<file path="config.mk">
export PLATFORM = sky130hd
export DESIGN_NAME = mem_access_stage
export DESIGN_NICKNAME = d
export VERILOG_FILES = /design/src/rtl/brisc_pkg.sv /design/src/rtl/mem_lane_align.sv /design/src/rtl/mem_access_stage.sv
export SDC_FILE = /design/constraint.sdc
export NUM_CORES = 1
export LEC_CHECK = 0
export ABC_AREA = 1
export CORE_UTILIZATION = 46
export CTS_CLUSTER_SIZE = 24
export DETAILED_ROUTE_END_ITERATION = 6
export PLACE_DENSITY_LB_ADDON = 0.2
export SYNTH_ARGS = -nofsm -noshare
export SYNTH_HDL_FRONTEND = slang
export SYNTH_SLANG_ARGS = --single-unit
export TNS_END_PERCENT = 50
</file>
<file path="constraint.sdc">
create_clock -name clk -period 3.75 [get_ports clk]
set_input_delay 0.75 -clock clk [delete_from_list [all_inputs] [get_ports clk]]
set_output_delay 0.75 -clock clk [all_outputs]
set_load 0.02 [all_outputs]
</file>
<file path="src/rtl/brisc_pkg.sv">
// Shared types for the brisc pipeline: widths, pipeline enums and the
// execute->cache pipeline register payload.
package brisc_pkg;

    localparam int unsigned XLEN     = 32;
    localparam int unsigned REG_BITS = 5;

    typedef enum logic [1:0] {
        FROM_ALU   = 2'd0,
        FROM_CACHE = 2'd1,
        FROM_PC4   = 2'd2
    } result_src_e;

    typedef enum logic {
        SIZE_B = 1'b0,
        SIZE_W = 1'b1
    } data_size_e;

    typedef enum logic [1:0] {
        NO_XCPT       = 2'd0,
        MEM_UNALIGNED = 2'd1,
        ILLEGAL_INSTR = 2'd2,
        BUS_TIMEOUT   = 2'd3
    } xcpt_e;

    typedef enum logic [1:0] {
        IDLE = 2'd0,
        BUSY = 2'd1,
        DONE = 2'd2
    } mem_state_e;

    // Execute->cache pipeline register contents
    typedef struct packed {
        logic [XLEN-1:0]     alu_res;
        logic [XLEN-1:0]     write_data;
        logic [XLEN-1:0]     pc_plus4;
        logic [REG_BITS-1:0] rd;
        logic                reg_write;
        logic                mem_write;
        result_src_e         result_src;
        data_size_e          data_size;
        xcpt_e               xcpt;
    } ec_reg_t;

endpackage

</file>
<file path="src/rtl/mem_lane_align.sv">
// Byte-lane steering for stores and lane select plus sign extension for loads.
module mem_lane_align
    import brisc_pkg::*;
(
    input  logic [1:0]      offset,
    input  data_size_e      size,
    input  logic [XLEN-1:0] wdata,
    input  logic [XLEN-1:0] rdata,
    output logic [3:0]      be_c,
    output logic [XLEN-1:0] wdata_c,
    output logic [XLEN-1:0] rdata_c
);

    logic [7:0] byte_sel;

    always_comb begin
        case (offset)
            2'd0:    byte_sel = rdata[7:0];
            2'd1:    byte_sel = rdata[15:8];
            2'd2:    byte_sel = rdata[23:16];
            default: byte_sel = rdata[31:24];
        endcase
    end

    always_comb begin
        be_c    = 4'b1111;
        wdata_c = wdata;
        rdata_c = rdata;
        if (size == SIZE_B) begin
            be_c    = 4'b0001 << offset;
            wdata_c = {4{wdata[7:0]}};
            rdata_c = {{(XLEN-8){byte_sel[7]}}, byte_sel};
        end
    end

endmodule

</file>
<file path="src/rtl/mem_access_stage.sv">
// Cache/memory pipeline stage: E->C register, single-outstanding bus access
// FSM with timeout, flush-kill handling and load-data capture.
module mem_access_stage
    import brisc_pkg::*;
#(
    parameter int unsigned TIMEOUT_CYCLES = 255
) (
    input  logic                clk,
    input  logic                reset,
    input  logic                flush_in,
    input  logic                stall_in,
    input  logic [XLEN-1:0]     alu_res_in,
    input  logic [XLEN-1:0]     write_data_in,
    input  logic [XLEN-1:0]     pc_plus4_in,
    input  logic [REG_BITS-1:0] rd_in,
    input  logic                reg_write_in,
    input  logic                mem_write_in,
    input  result_src_e         result_src_in,
    input  data_size_e          data_size_in,
    input  xcpt_e               xcpt_in,
    output logic [XLEN-1:0]     alu_res_out,
    output logic [XLEN-1:0]     pc_plus4_out,
    output logic [REG_BITS-1:0] rd_out,
    output logic                reg_write_out,
    output result_src_e         result_src_out,
    output xcpt_e               xcpt_out,
    output logic [XLEN-1:0]     read_data_out,
    output logic                stall_out,
    output logic                mem_req_out,
    output logic                mem_we_out,
    output logic [XLEN-1:0]     mem_addr_out,
    output logic [XLEN-1:0]     mem_wdata_out,
    output logic [3:0]          mem_be_out,
    input  logic                mem_ack_in,
    input  logic [XLEN-1:0]     mem_rdata_in
);

    localparam int unsigned CNT_W =
        ($clog2(TIMEOUT_CYCLES + 1) > 8) ? $clog2(TIMEOUT_CYCLES + 1) : 8;
    localparam logic [CNT_W-1:0] CNT_LAST = CNT_W'(TIMEOUT_CYCLES - 1);

    ec_reg_t         ec_q;
    ec_reg_t         ec_load_c;
    mem_state_e      state_q;
    mem_state_e      state_d;
    logic [CNT_W-1:0] cnt_q;
    logic            kill_q;
    logic            access_c;
    logic            ack_c;
    logic            timeout_c;
    logic [3:0]      be_c;
    logic [XLEN-1:0] wdata_c;
    logic [XLEN-1:0] rdata_c;

    assign access_c = (ec_q.mem_write || (ec_q.result_src == FROM_CACHE))
                      && (ec_q.xcpt == NO_XCPT);

    // Faulting instructions never write back
    always_comb begin
        ec_load_c            = '0;
        ec_load_c.alu_res    = alu_res_in;
        ec_load_c.write_data = write_data_in;
        ec_load_c.pc_plus4   = pc_plus4_in;
        ec_load_c.rd         = rd_in;
        ec_load_c.reg_write  = reg_write_in && (xcpt_in == NO_XCPT);
        ec_load_c.mem_write  = mem_write_in;
        ec_load_c.result_src = result_src_in;
        ec_load_c.data_size  = data_size_in;
        ec_load_c.xcpt       = xcpt_in;
    end

    always_ff @(posedge clk or negedge reset) begin
        if (!reset) state_q <= IDLE;
        else        state_q <= state_d;
    end

    always_comb begin
        state_d     = state_q;
        stall_out   = 1'b0;
        mem_req_out = 1'b0;
        ack_c       = 1'b0;
        timeout_c   = 1'b0;
        case (state_q)
            IDLE: begin
                if (access_c) begin
                    state_d   = BUSY;
                    stall_out = 1'b1;
                end
            end
            BUSY: begin
                stall_out   = 1'b1;
                mem_req_out = 1'b1;
                ack_c       = mem_ack_in;
                timeout_c   = !mem_ack_in && (cnt_q == CNT_LAST);
                if (ack_c || timeout_c) state_d = DONE;
            end
            DONE: begin
                if (!stall_in) state_d = IDLE;
            end
            default: state_d = IDLE;
        endcase
    end

    // A flush during an access only kills write-back; the bus cycle still completes
    always_ff @(posedge clk or negedge reset) begin
        if (!reset) begin
            ec_q          <= '0;
            kill_q        <= 1'b0;
            cnt_q         <= '0;
            read_data_out <= '0;
        end else begin
            if (!stall_out && (flush_in || kill_q)) begin
                ec_q <= '0;
            end else if (!stall_out && !stall_in) begin
                ec_q <= ec_load_c;
            end else begin
                if (flush_in) ec_q.reg_write <= 1'b0;
                if (timeout_c && !flush_in && !kill_q) begin
                    ec_q.xcpt      <= BUS_TIMEOUT;
                    ec_q.reg_write <= 1'b0;
                end
            end

            if (flush_in && stall_out)               kill_q <= 1'b1;
            else if ((state_q == DONE) && !stall_in) kill_q <= 1'b0;

            cnt_q <= (state_q == BUSY) ? cnt_q + CNT_W'(1) : '0;

            if (ack_c && (ec_q.result_src == FROM_CACHE)) read_data_out <= rdata_c;
        end
    end

    mem_lane_align u_align (
        .offset  (ec_q.alu_res[1:0]),
        .size    (ec_q.data_size),
        .wdata   (ec_q.write_data),
        .rdata   (mem_rdata_in),
        .be_c    (be_c),
        .wdata_c (wdata_c),
        .rdata_c (rdata_c)
    );

    assign alu_res_out    = ec_q.alu_res;
    assign pc_plus4_out   = ec_q.pc_plus4;
    assign rd_out         = ec_q.rd;
    assign reg_write_out  = ec_q.reg_write;
    assign result_src_out = ec_q.result_src;
    assign xcpt_out       = ec_q.xcpt;
    assign mem_we_out     = ec_q.mem_write;
    assign mem_addr_out   = ec_q.alu_res;
    assign mem_wdata_out  = wdata_c;
    assign mem_be_out     = be_c;

endmodule

</file>
== Yosys cells after proc, flatten, opt, wreduce, memory -nomap -nowiden ==
Cells that the tools add are included.
Operators by class
  shifts and indexed selects: 1
  reductions and logical operators: 27
  equal/unequal tests: 9
  add/subtract/negate cells: 1
  multiplexer cells: 24
Operators by type and width (count)
  2-to-1 mux 108 bit: 1
  2-to-1 mux 101 bit: 1
  2-to-1 mux 32 bit: 2
  one-hot mux 8 bit (3 select lines): 1
  logical AND 1 bit: 10
  2-to-1 mux 2 bit: 5
  2-to-1 mux 1 bit: 9
  adder 8 x 1 -> 8 bit, second input constant: 1
  == test 8 bit, second input constant: 1
  zero test 2 bit: 4
  2-to-1 mux 4 bit: 2
  2-to-1 mux 8 bit: 1
  == test 2 x 1 -> 1 bit, second input constant: 3
  != test 2 bit, second input constant: 3
  one-hot mux 2 bit (3 select lines): 1
  zero test 1 bit: 5
  == test 2 bit, second input constant: 2
  nonzero test 2 bit: 2
  nonzero test 4 bit: 1
  << shifter 1 x 2 -> 4 bit, first input constant: 1
  logical OR 1 bit: 3
  AND reduction 3 bit: 1
  nonzero test 3 bit: 1
  one-hot mux 1 bit (2 select lines): 1
Word-level totals
  logic and storage cells: 75
  bits of input ports: 145
  flip-flop bits (word level): 151
  output and inout bits: 177

== Longest topological paths before layout ==
  depth after elaboration: 9
  mapped depth: 10
  mapped depth without buffers: 9

== Cells and area by module ==
A second synthesis with hierarchy kept.
Unflattened totals
  cell total of the unflattened synthesis: 987
  area total of the unflattened synthesis: 7766.2 um2
By module, submodules not included
  mem_access_stage: area an instance 6850.3 um2, cells an instance 781, seq. area each 3778.6 um2, times used 1
  mem_lane_align: area an instance 915.9 um2, cells an instance 206, seq. area each 0.0 um2, times used 1

== Worst setup path after synthesis ==
Ideal clock, no wire load.
  path type: reg-to-output
  from: reg ec_q[2] (netlist name)
  to: out mem_wdata_out[18]
  buffers on the path: 2
  path slack: 1.741 ns
  required time: 3.000 ns
  stages on the path, launching flop included: 6
  arrival time: 1.259 ns
  path through: dfrtp_1 -> inv_1 -> buf_2 -> buf_1 -> nand2_1 -> o21ai_0
Between the ends
  longest elaborated chain between the ends: 1
RTL lines
  start, declared: line mem_access_stage.sv:42  | ec_reg_t ec_q;
  start signal, assigned: line mem_access_stage.sv:115  | ec_q <= ec_load_c;
  2-to-1 mux 32 bit: line mem_lane_align.sv:29  | if (size == SIZE_B) begin
  end, declared: line mem_access_stage.sv:32  | output logic [XLEN-1:0] mem_wdata_out,
Every way passes these cells.

== Worst setup path in the final report ==
  from: reg ec_q (netlist bit alu_res_out[1])
  to: out mem_be_out[0]
Between the ends
  longest elaborated chain between the ends: 2
RTL lines
  << shifter 1 x 2 -> 4 bit: line mem_lane_align.sv:30  | be_c = 4'b0001 << offset;
  2-to-1 mux 4 bit: line mem_lane_align.sv:29
  end, declared: line mem_access_stage.sv:33  | output logic [3:0] mem_be_out,
Every way passes these cells.

==> summary.txt <==
Synthesis
  – Synth warnings: 0
  – Post-Syn Instances: 900
  – Synth top cells by count: 338 x nand2_1, 151 x dfrtp_1, 122 x buf_4, 64 x o21ai_0, 56 x a21oi_1
  – Mapped cell area: 7393 um^2
  – Top-area cell type share of the netlist area: 0.5111
  – Synth Net Count: ~1000
  – Cell taking the most area after synthesis: dfrtp_1
  – Number of synthesized flops with an enable pin: 0
  – Asr flop ratio synth: 1.000
  – Register area share after synthesis: 0.5111
  – Post-synth top flop: dfrtp_1
  – Distinct cells, synth: 30
  – Top post-synthesis cells by area: dfrtp_1 51%, nand2_1 17%, buf_4 12%
  – Syn_area_per_cell: 8.215 um^2
  – Most common cell in the synthesized netlist: nand2_1
  – Synthesis-stage register bit count: 151

STA
  – Final period utilization: 0.8017
  – Clk_skew: ~0.011 ns
  – Least-Margin Pin Slew: between 0.7 and 0.8 ns
  – Setup TNS: 0 ns
  – RSZ-0062 raised after global routing: no
  – Slew headroom: 0.4997
  – Final min period: around 3 ns
  – Fin. Hold Viols: 0
  – Final setup viols: 0
  – Slew Viols, Final: 0
  – Achievable frequency: approximately 330 MHz

Global route
  – Total Routing Usage GR: 0.2596
  – Total grt overflow: 0
  – Initial antenna violation count: 0
  – Number of global-route vias before repair: ~6200
  – Largest net degree at the start of global routing: 103
  – First-pass GRT wire length: 32880 um

Die
  – Starting Density: 0.4792
  – Die ar.: 16580 um^2
  – # IOs: 322
  – Die Height: 128.8 um
  – Site Rows: 45
  – Die Width: 128.8 um
  – Core area: about 15000 um^2

Power and ir drop
  – Leak: 4.890 nW
  – Clock share of power: 0.259
  – Switching pwr: 0.002657 W
  – Comb power frac: 0.418
  – Worst vdd ir: around 410 uV
  – Sequential fraction of design power: 0.323
  – Pwr per Cell Area: 670.5 nW/um^2
  – Switching share of total power: 0.3767
  – P_int: 0.004397 W

Placed design
  – HPWL Detailed: 14590 um
  – Placed cells: 1286
  – IO buf count: 321
  – Final Wtd Congestion: 0.8548

Final layout
  – Layout Cells excl Fill: 1318
  – Layout cell share with drive strength beyond 1: 0.04788
  – # diodes: 0
  – Fill count: 1280
  – Area grow syn2layout: 42.31%
  – Area of the multi-input gates: 2379 um^2
  – Nets: 1241
  – Register area: 3779 um^2

Setup path
  – Crit path kind: reg2out
  – Most frequent cell on the critical path: nor2_1
  – CP max stage delay: 0.62 ns
  – Largest delay share family, worst path: buffers and inverters
  – Slowest cell on the critical path: clkdlybuf4s50_1
  – WP data arrival: about 2.3 ns
  – Cells along the critical path: nor2_1 -> nor2_1 -> inv_1 -> clkdlybuf4s50_1
  – CP required: 3.00 ns
  – WP buf/inv: 2
  – Crit. End Element: primary output
  – CP Launch Type: flop
  – Largest fanout on the critical path: 9

Clocking
  – Root buffer cell: clkbuf_16
  – Setup Buffers After CTS: 0
  – Cts hold-fix bufs: 0
  – Clk sink count: 151
  – # resized after CTS: 0
  – CTS H-Tree Depth: 4
  – CTS tree: yes
  – Clock transition at path regs: roughly 0.06 ns
  – Clock Latency Late Sink: between 0.4 and 0.5 ns
  – CTS Buffer Depth: 2
  – TritonCTS buffer count: 17

Routing
  – Iter 0 DRT Violations: 399
  – Post-route ant nets: 0
  – Post-DR vias/cell: a little under 5
  – WL final: 20950 um
  – WL per Instance: 15.89 um
  – DRC viols: 0
  – Routed via count: 6362
  – Drt first pass iters: 5

Status
  – Outcome: finished, final reports clean

Hold path
  – Hold WC Path Type: in2async

Job
  – Max-cap viol count: 0
## logic make-up after synthesis
family,synth area share
DFF,0.5111
buffers and inverters,0.1684
xor gates and xnor gates,0.002370
and+or+nand+nor,0.2253
adders and majority gates,0.003384
AOI/OAI and AO/OA,0.08953
## layer usage
| metal | routed length [um] | track usage |
|---|---|---|
| met2 | 9932 | 0.4099 |
| met5 | 0 | 0 |
| met4 | 685 | 0.1232 |
| met3 | 1674 | 0.07443 |
| met1 | 8656 | 0.3295 |
## through the flow
| step | total power [W] | worst slack, ns | cell area [um^2] | hold WS, ns | util |
|---|---|---|---|---|---|
| after floorplan | 0.004189 | 1.741 | 7393 | 0.4500 | - |
| after global placement | 0.005215 | 1.123 | 9889 | 0.4614 | 0.6410 |
| after detailed placement | 0.005258 | 1.110 | 9889 | 0.4635 | 0.6410 |
| after CTS | 0.007122 | 0.7582 | 10520 | 0.3582 | 0.6820 |
| after global routing | 0.007459 | 0.6239 | 10520 | 0.3799 | 0.6820 |
| final | 0.007054 | 0.7435 | 10520 | 0.3153 | 0.6820 |
## layout make-up
class / count / share of cell area
Clock inverter: 11 / 0.01629
Sequential cell: 151 / 0.3591
Clock buffer: 21 / 0.04376
Tap cell: 211 / 0.02509
Timing Repair Buffer: 328 / 0.3141
Multi-Input combinational cell: 553 / 0.2261
Inverter: 43 / 0.01558
## registers in the layout, indices dropped and copies added (netlist names), 2 cells and up
register,count
pc_plus4_out,32
result_src_out,2
xcpt_out,2
state_q,2
read_data_out,32
alu_res_out,32
cnt_q,8
ec_q,33
rd_out,5
## placed cells by master (no fill, tap or decap), types with 3 or more instances in the layout
cell             count
nand3_1             12
buf_4                4
o21ai_0             64
buf_12               3
nor2_1              49
clkdlybuf4s50_1    320
bufinv_16            4
o21ai_1              4
clkbuf_16           17
inv_2                4
nor3_1               4
a21oi_1             56
inv_1               38
nand2_1            338
nand2_2              3
clkinvlp_4           5
nand4_1              8
dfrtp_1            151
## worst reg2reg max path, cell delays in order, from the launching register on
cell	delay, ns
dfrtp_1	0.38
inv_2	0.09
nand2_2	0.19
inv_4	0.19
nand3_4	0.35
inv_2	0.57
o21ai_0	0.19
o21ai_1	0.16
## power by group through the flow
stage	clock [W]	combinational, W	sequential, W
6_report	0.00183	0.00295	0.00228
5_1_grt	0.00194	0.00319	0.00233
4_1_cts	0.00187	0.00298	0.00228
3_5_place_dp	0	0.00296	0.00230
3_3_place_gp	0	0.00292	0.00229
2_1_floorplan	0	0.00176	0.00243
## worst paths after layout
path / startpoint / endpoint / slack, ns / cells past startpoint
worst min-delay path: reset / read_data_out[26]$_DFFE_PN0P_ / 0.32 / 1
worst max-delay path: alu_res_out[1]$_DFFE_PN0P_ / mem_be_out[0] / 0.74 / 4
worst max register to register: state_q[1]$_DFFE_PN0P_ / read_data_out[4]$_DFFE_PN0P_ / 1.58 / 7
max in group asynchronous: reset / read_data_out[13]$_DFFE_PN0P_ / 2.60 / 2
min in group clk: pc_plus4_out[14]$_DFFE_PN0P_ / pc_plus4_out[14]$_DFFE_PN0P_ / 0.48 / 2
worst min register to register: pc_plus4_out[14]$_DFFE_PN0P_ / pc_plus4_out[14]$_DFFE_PN0P_ / 0.48 / 2
Power figures use the tool's default switching activity.
